[config.mk]
export PLATFORM = sky130hd
export DESIGN_NAME = game_round_ctrl
export DESIGN_NICKNAME = d
export VERILOG_FILES = /design/src/rtl/game_round_ctrl.sv
export SDC_FILE = /design/constraint.sdc
export NUM_CORES = 1
export LEC_CHECK = 0
export ABC_AREA = 0
export BUFFER_PORTS_ARGS = -buffer_cell sky130_fd_sc_hd__buf_4
export CORE_UTILIZATION = 54
export CTS_CLUSTER_DIAMETER = 40
export DETAILED_ROUTE_END_ITERATION = 10
export PLACE_DENSITY = 0.76
export SLEW_MARGIN = 20
export SYNTH_ARGS = -nofsm -noshare
export SYNTH_HDL_FRONTEND = slang
export SYNTH_SLANG_ARGS = --single-unit
[constraint.sdc]
create_clock -name clk -period 1.8 [get_ports clk]
set_input_delay 0.27 -clock clk [delete_from_list [all_inputs] [get_ports clk]]
set_output_delay 0.27 -clock clk [all_outputs]
set_load 0.01 [all_outputs]
[src/rtl/game_round_ctrl.sv]
// -----------------------------------------------------------------------------
// game_round_ctrl
//
// Round sequencer for the BCD math game. Each round loads and starts the
// two-digit countdown timer and asks for a new problem. It then waits for
// exactly one judged event: a timer expiry or an answer. It keeps the BCD
// score, the remaining lives and the difficulty, and it owns the timer
// controls.
//
// Round flow:
//   IDLE -> LOAD -> RUN -> JUDGE -> PAUSE -> LOAD ... and JUDGE -> OVER
//   when the last life is lost. Leave OVER with start.
//
// Ports
//   clk            in   system clock, rising edge
//   reset          in   synchronous, active-high, clears all state
//   start          in   level, starts a game from IDLE or OVER
//   answer_valid   in   one-cycle strobe, the player submitted an answer
//   answer_correct in   qualifies answer_valid, 1 = correct
//   time_out       in   timer expired (level)
//   timer_en       out  enables the timer countdown tick (high in RUN)
//   timer_reconfig out  one-cycle pulse, reloads the timer from difficulty
//   difficulty     out  [3:0] difficulty sent to the timer
//   new_problem    out  one-cycle pulse requesting the next problem
//   score_tens     out  [3:0] BCD tens digit of the score
//   score_ones     out  [3:0] BCD ones digit of the score
//   lives          out  [2:0] remaining lives
//   game_over      out  high while in OVER
// -----------------------------------------------------------------------------
module game_round_ctrl #(
  parameter int unsigned LIVES        = 3,
  parameter int unsigned STREAK_UP    = 3,
  parameter int unsigned MIN_DIFF     = 1,
  parameter int unsigned MAX_DIFF     = 9,
  parameter int unsigned PAUSE_CYCLES = 4
) (
  input  logic       clk,
  input  logic       reset,
  input  logic       start,
  input  logic       answer_valid,
  input  logic       answer_correct,
  input  logic       time_out,
  output logic       timer_en,
  output logic       timer_reconfig,
  output logic [3:0] difficulty,
  output logic       new_problem,
  output logic [3:0] score_tens,
  output logic [3:0] score_ones,
  output logic [2:0] lives,
  output logic       game_over
);

  localparam int SW = $clog2(STREAK_UP + 1);
  localparam int PW = (PAUSE_CYCLES > 1) ? $clog2(PAUSE_CYCLES) : 1;

  typedef enum logic [2:0] {
    S_IDLE,
    S_LOAD,
    S_RUN,
    S_JUDGE,
    S_PAUSE,
    S_OVER
  } state_t;

  state_t        r_state;
  logic          r_timer_en;
  logic          r_timer_reconfig;
  logic          r_new_problem;
  logic [3:0]    r_difficulty;
  logic [3:0]    r_score_tens;
  logic [3:0]    r_score_ones;
  logic [2:0]    r_lives;
  logic          r_game_over;
  logic [SW-1:0] r_streak;
  logic [PW-1:0] r_pause;

  logic [SW-1:0] w_streak_nxt;
  logic [7:0]    w_score_inc;

  // Increment a two-digit BCD score and saturate at 99.
  function automatic logic [7:0] bcd_inc(input logic [3:0] tens,
                                         input logic [3:0] ones);
    logic [7:0] res;
    if (tens == 4'd9 && ones == 4'd9) res = {tens, ones};
    else if (ones == 4'd9)            res = {tens + 4'd1, 4'd0};
    else                              res = {tens, ones + 4'd1};
    return res;
  endfunction

  // Decrement the lives count. Stop at zero so it never wraps.
  function automatic logic [2:0] lives_dec(input logic [2:0] l);
    return (l == 3'd0) ? 3'd0 : l - 3'd1;
  endfunction

  // Increment the difficulty. Saturate at MAX_DIFF.
  function automatic logic [3:0] diff_inc(input logic [3:0] d);
    return (d >= 4'(MAX_DIFF)) ? 4'(MAX_DIFF) : d + 4'd1;
  endfunction

  assign w_streak_nxt = r_streak + SW'(1);
  assign w_score_inc  = bcd_inc(r_score_tens, r_score_ones);

  always_ff @(posedge clk) begin
    if (reset) begin
      r_state          <= S_IDLE;
      r_timer_en       <= 1'b0;
      r_timer_reconfig <= 1'b0;
      r_new_problem    <= 1'b0;
      r_difficulty     <= 4'(MIN_DIFF);
      r_score_tens     <= 4'd0;
      r_score_ones     <= 4'd0;
      r_lives          <= 3'(LIVES);
      r_game_over      <= 1'b0;
      r_streak         <= '0;
      r_pause          <= '0;
    end else begin
      // The pulse outputs are high only on the cycle after a LOAD entry.
      r_timer_reconfig <= 1'b0;
      r_new_problem    <= 1'b0;
      case (r_state)
        S_IDLE: begin
          r_timer_en <= 1'b0;
          if (start) begin
            r_state          <= S_LOAD;
            r_timer_reconfig <= 1'b1;
            r_new_problem    <= 1'b1;
          end
        end
        S_LOAD: begin
          r_timer_en <= 1'b1;
          r_state    <= S_RUN;
        end
        S_RUN: begin
          // time_out wins, and an answer in the same cycle is dropped.
          if (time_out) begin
            r_lives    <= lives_dec(r_lives);
            r_streak   <= '0;
            r_timer_en <= 1'b0;
            r_state    <= S_JUDGE;
          end else if (answer_valid) begin
            if (answer_correct) begin
              r_score_tens <= w_score_inc[7:4];
              r_score_ones <= w_score_inc[3:0];
              if (w_streak_nxt == SW'(STREAK_UP)) begin
                r_streak     <= '0;
                r_difficulty <= diff_inc(r_difficulty);
              end else begin
                r_streak <= w_streak_nxt;
              end
            end else begin
              r_lives  <= lives_dec(r_lives);
              r_streak <= '0;
            end
            r_timer_en <= 1'b0;
            r_state    <= S_JUDGE;
          end
        end
        S_JUDGE: begin
          r_timer_en <= 1'b0;
          if (r_lives == 3'd0) begin
            r_game_over <= 1'b1;
            r_state     <= S_OVER;
          end else begin
            r_pause <= PW'(PAUSE_CYCLES - 1);
            r_state <= S_PAUSE;
          end
        end
        S_PAUSE: begin
          r_timer_en <= 1'b0;
          if (r_pause == '0) begin
            r_state          <= S_LOAD;
            r_timer_reconfig <= 1'b1;
            r_new_problem    <= 1'b1;
          end else begin
            r_pause <= r_pause - PW'(1);
          end
        end
        S_OVER: begin
          r_timer_en <= 1'b0;
          // The score stays visible until the next game starts.
          if (start) begin
            r_lives          <= 3'(LIVES);
            r_score_tens     <= 4'd0;
            r_score_ones     <= 4'd0;
            r_streak         <= '0;
            r_difficulty     <= 4'(MIN_DIFF);
            r_game_over      <= 1'b0;
            r_state          <= S_LOAD;
            r_timer_reconfig <= 1'b1;
            r_new_problem    <= 1'b1;
          end
        end
        default: begin
          r_timer_en <= 1'b0;
          r_state    <= S_IDLE;
        end
      endcase
    end
  end

  assign timer_en       = r_timer_en;
  assign timer_reconfig = r_timer_reconfig;
  assign difficulty     = r_difficulty;
  assign new_problem    = r_new_problem;
  assign score_tens     = r_score_tens;
  assign score_ones     = r_score_ones;
  assign lives          = r_lives;
  assign game_over      = r_game_over;

endmodule

Word level (Yosys, flattened, before mapping)
Index checks and enable logic that the tools add are counted.

Memories kept: 0. Bits in read-only memories: 0. Bits in registers: 25. RAM bits: 0. Latch bits: 0. Output and inout bits: 19.

Order comparisons: 1. Equal/unequal tests: 22. Mux-type cells: 48. Multipliers: 0. Reductions and logical operators: 16. Add/sub/neg operators: 6. Div/mod/pow operators: 0. Bitwise gates (word level): 0. Shifts and indexed selects: 0.

Operator list (number): 4-bit 2-to-1 mux (13); 3-bit 2-to-1 mux (9); 4-bit case mux with 2 select lines (3); 2-bit != test, second input constant (11); 8-bit 2-to-1 mux (2); 3-bit case mux with 5 select lines (1); 2-bit 2-to-1 mux (7); 4-bit by 1-bit adder with 4-bit output, second input constant (3); 3-bit AND reduction (4); 6-bit AND reduction (2); 4-bit equality test, second input constant (2); 2-bit case mux with 2 select lines (2); 1-bit 2-to-1 mux (7); 7-bit AND reduction (1); 3-bit by 2-bit equality test with 1-bit output, second input constant (2); 3-bit equality test, second input constant (2); 3-bit zero test (2); 3-bit != test, second input constant (2); 1-bit case mux with 2 select lines (3); 3-bit case mux with 2 select lines (1); 2-bit nonzero test (3); 4-bit greater-or-equal comparator, second input constant (1); 4-bit AND reduction (1); 3-bit by 1-bit equality test with 1-bit output, second input constant (1); 8 further kinds (8).

Logic depth before layout (Yosys ltp)
Depth in word-level cells: 7. Depth in mapped cells: 6. Mapped depth without buffers: 6.

Worst setup path after synthesis
Ideal clock, no wire load.

Kind: register to register. Start: register r_score_ones[0], in the netlist score_ones[0]. End: register r_score_tens[3], in the netlist score_tens[3]. Path buffers: 0. Setup slack: 113 ps. Cell stages (with the launch flop): 6. Required time: 1738 ps. Arrival time: 1625 ps. Cells stage by stage: dfxtp_1 ha_1 and3b_1 nand4_1 or4_1 nand3_1.

Longest elaborated chain between the ends: 4. Elaborated cells on any way between the ends: 5. Classes of those cells: eq/ne: 3; reduce/logical: 2.

RTL lines: start: declaration (line 71) `logic [3:0] r_score_ones;`; start signal: assignment (line 143) `r_score_ones <= w_score_inc[3:0];`; 4-bit equality test * (line 84, 85); 1-bit logical AND (line 84) `if (tens == 4'd9 && ones == 4'd9) res = {tens, ones};`; 2-bit != test (no source line); 7-bit AND reduction (no source line) *; end signal: assignment (line 142) `r_score_tens <= w_score_inc[7:4];`; end: declaration (line 70) `logic [3:0] r_score_tens;`.

Mark *: on every way between the ends. The rest lies on a longest branch, timed or not. A chain may end at the register's enable or synchronous reset.

Worst setup path after layout
Start: register r_state[2]. End: register r_score_ones[0], in the netlist score_ones[0].

Longest elaborated chain between the ends: 3. Elaborated cells on any way between the ends: 10. Classes of those cells: eq/ne: 7; mux: 1; reduce/logical: 2.

RTL lines: start: declaration (line 65) `state_t r_state;`; start signal: assignment (line 105) `r_state <= S_IDLE;`; start signal: assignment (line 124) `r_state <= S_LOAD;`; start signal: assignment (line 131) `r_state <= S_RUN;`; 3-bit by 2-bit equality test with 1-bit output or 3-bit equality test (tied branches) (line 120) `case (r_state)`; 2-bit != test (no source line) or 2-bit nonzero test (tied branches); 6-bit AND reduction (no source line).

Parallel ways exist; a longest one is shown, timed or not.

==> flow_summary.yaml <==
status:
  status: "complete, no violations"
pwr:
  combPwrFrac: 0.174
  power_switching_uw: 294.7
  p_int_uw: 741.3
  pwr-share-clk: 0.253
  ir_drop_v: 0.0004657
  power_density_nw_per_um2: 620.7
  p_leak_uw: 0.0006808
  seqPwrFrac: 0.573
  p_sw_frac: 0.2845
sta:
  setup_viol: 0
  max_clock_freq_mhz: 601.2
  fin_crit_ns: 1.663
  rsz0062_at_grt: "no"
  worst_pin_slew_ns: 0.5220
  finalSetupTns_ns: 0
  hold_viol: 0
  clock_skew_ns: 0.004752
  finalCritPeriodShare: 0.9241
  report.final.slew_viol_count: 0
  maxSlewHeadroom: 0.6493
setup_path:
  start_kind: "flop"
  worstSetupPathDepth: 4
  worstPathCellList: "nor3b_2 > nand2_1 > or4_1 > mux2i_1"
  critPathMaxFanout: 5
  startpoint: "r_state[2]"
  rrSetupSlack_ns: 0.14
  critPathArrivalTime_ns: 1.92
  end_kind: "flop"
  critPathRequiredTime_ns: 2.06
  rr_endpoint: "score_ones[0]"
  worstRegToRegCells: 4
  r2r_start: "r_state[2]"
  max_stage_delay_ns: 0.54
  crit_buf_inv: 0
  cp_slowest_cell: "or4_1"
  crit_end: "score_ones[0]"
  path_delay_family: "simple AND/OR/NAND/NOR gates"
  crit_type: "flop to flop"
clock_network:
  clkTransAtPathRegs_ns: 0.15
  h-tree-depth: 1
  clkSinkCount: 25
  cts_hold_buf: 0
  clock_path_buffers: 2
  numCtsBuffers: 3
  cts_tree: "built"
  root_buffer: "clkbuf_4"
  clk_latency_ns: 0.32
die:
  initial_core_util: 0.5980
  die_area_sq_um: 2750
  coreArea_sq_um: 2297
  dieHeight_um: 52.44
  rows: 17
  ios: 25
  die_w_um: 52.44
global_route:
  grt_pass1_wl_um: 4885
  grt_max_degree: 25
  grt_pass1_vias: 1162
  grt_util_all_layers: 0.2338
  grt_remaining_overflow: 0
  antenna_found_initial: 0
finish:
  n_antenna_cell: 0
  drive_gt1_frac: 0.2256
  synthToLayoutAreaGrowth_pct: 21.49
  layout.nets: 210
  final_cells: 223
synth:
  post_synth_num_cell_types: 43
  yosysSeqAreaShare: 0.3643
  synthesis.nets: 177
  postSynthAreaPerCell_sq_um: 8.428
  syn_inst: 163
  synth-edff-count: 0
  synthArstFlopShare: 0
  synth_top_flop_cell: "dfxtp_1"
  ys.warnings.count: 0
  syn-cell-area_sq_um: 1374
  synth_seq_cells: 25
route:
  routed_wl_um: 2992
  drtIter0Drc: 38
  vias: 1340
  drc: 0
  via_per_inst: 6.009
  ant_nets: 0
  wl_per_cell_um: 13.42
  firstDrtPassIters: 4
hold_path:
  hp-class: "primary input to flop"
placed_design:
  gp_congestion: 0.8633
  placed_cells: 217
  dp_hpwl_um: 2172
  io_buffers: 24
job:
  cap_violations: 0
## synthesized netlist by cell type, drive strengths merged (4+ instances only)
master,n,share of area
a21oi,7,0.025
ha,8,0.073
nand3,10,0.036
nand2,11,0.030
or4,6,0.033
nor3,7,0.025
inv,9,0.025
clkbuf,4,0.011
o21a,4,0.022
nor2,18,0.049
a211oi,4,0.022
a31oi,4,0.018
dfxtp,25,0.36
## state kept, by name, indices dropped and copies added, names as in the netlist
signal,cells
r_streak,2
lives,3
score_ones,4
r_state,3
game_over,1
r_pause,2
difficulty,4
timer_en,1
score_tens,4
new_problem,1
## power groups by stage
stage	Sequential (uW)	Clock (uW)	Combinational (uW)
2_1_floorplan	608	0	109
3_3_place_gp	604	0	173
3_5_place_dp	606	0	179
4_1_cts	594	263	179
5_1_grt	597	285	199
6_report	594	262	180
## stage by stage
step           total power, uW  setup slack, ns    util  instance area [sq um]  hold WS, ns
2_1_floorplan            717.4           0.1125       -                   1374       0.4407
3_3_place_gp             777.0           0.1875  0.7075                   1625       0.4518
3_5_place_dp             784.6           0.1137  0.7075                   1625       0.4642
4_1_cts                   1037          0.08330  0.7195                   1653       0.2620
5_1_grt                   1081          0.01446  0.7266                   1669       0.2678
6_report                  1036           0.1366  0.7266                   1669       0.2642
## worst min path at each step
stage / start / to / cells past startpoint
6_report: start / game_over / 4
2_1_floorplan: r_streak[1] / r_streak[1] / 2
3_5_place_dp: r_pause[0] / r_pause[0] / 1
5_1_grt: start / game_over / 4
3_3_place_gp: r_streak[1] / r_streak[1] / 2
4_1_cts: start / game_over / 4
## layer usage
metal / vias up / routed length, um / GRT usage / part of all wire
met1: 623 / 1433 / 0.3025 / 0.48
li1: 669 / - / - / -
met5: - / 0 / 0 / 0
met2: 42 / 1373 / 0.3903 / 0.46
met4: 0 / 37 / 0.09649 / 0.012
met3: 6 / 148 / 0.02609 / 0.049
## worst min-delay path, delay by kind of cell
kind	cells	cell delay (ns)
buf+inv	1	0.12
simple gates	2	0.11
compound gates	1	0.06
## area by class of cell
| type | instances | area [sq um] |
|---|---|---|
| inverter | 9 | 33.78 |
| timing repair buffer | 35 | 262.8 |
| sequential | 25 | 501.7 |
| clock inverter | 1 | 5.005 |
| multi-input combinational | 122 | 808.3 |
| clock buffer | 3 | 22.52 |
| fill | 194 | 628.1 |
| tap | 28 | 35.03 |
## placed cells by master (no fill, tap or decap), drive strengths merged, types with 4 or more instances in the layout
cell and count:
a21oi 7, o21a 4, or4 6, nand2 11
a31oi 4, dfxtp 25, ha 8, nand3 10
nor2 18, nor3 7, a211oi 4, buf 35
inv 9
## kinds of logic (layout without fill, tap and decap cells)
family / after synthesis / after routing / synth area share
adders and majority gates: 8 / 8 / 0.07286
and+or+nand+nor: 75 / 75 / 0.3088
DFF: 25 / 25 / 0.3643
muxes: 4 / 4 / 0.03005
AOI/OAI and AO/OA: 35 / 35 / 0.1767
buffers and inverters: 16 / 48 / 0.04735
## timing repair
| item | in CTS | in global routing |
|---|---|---|
| gates resized for setup | 0 | 1 |
| buffers inserted | 0 | 2 |
| endpoints found under the setup margin | 0 | 2 |
No activity file was read; power rests on OpenSTA's default activity.
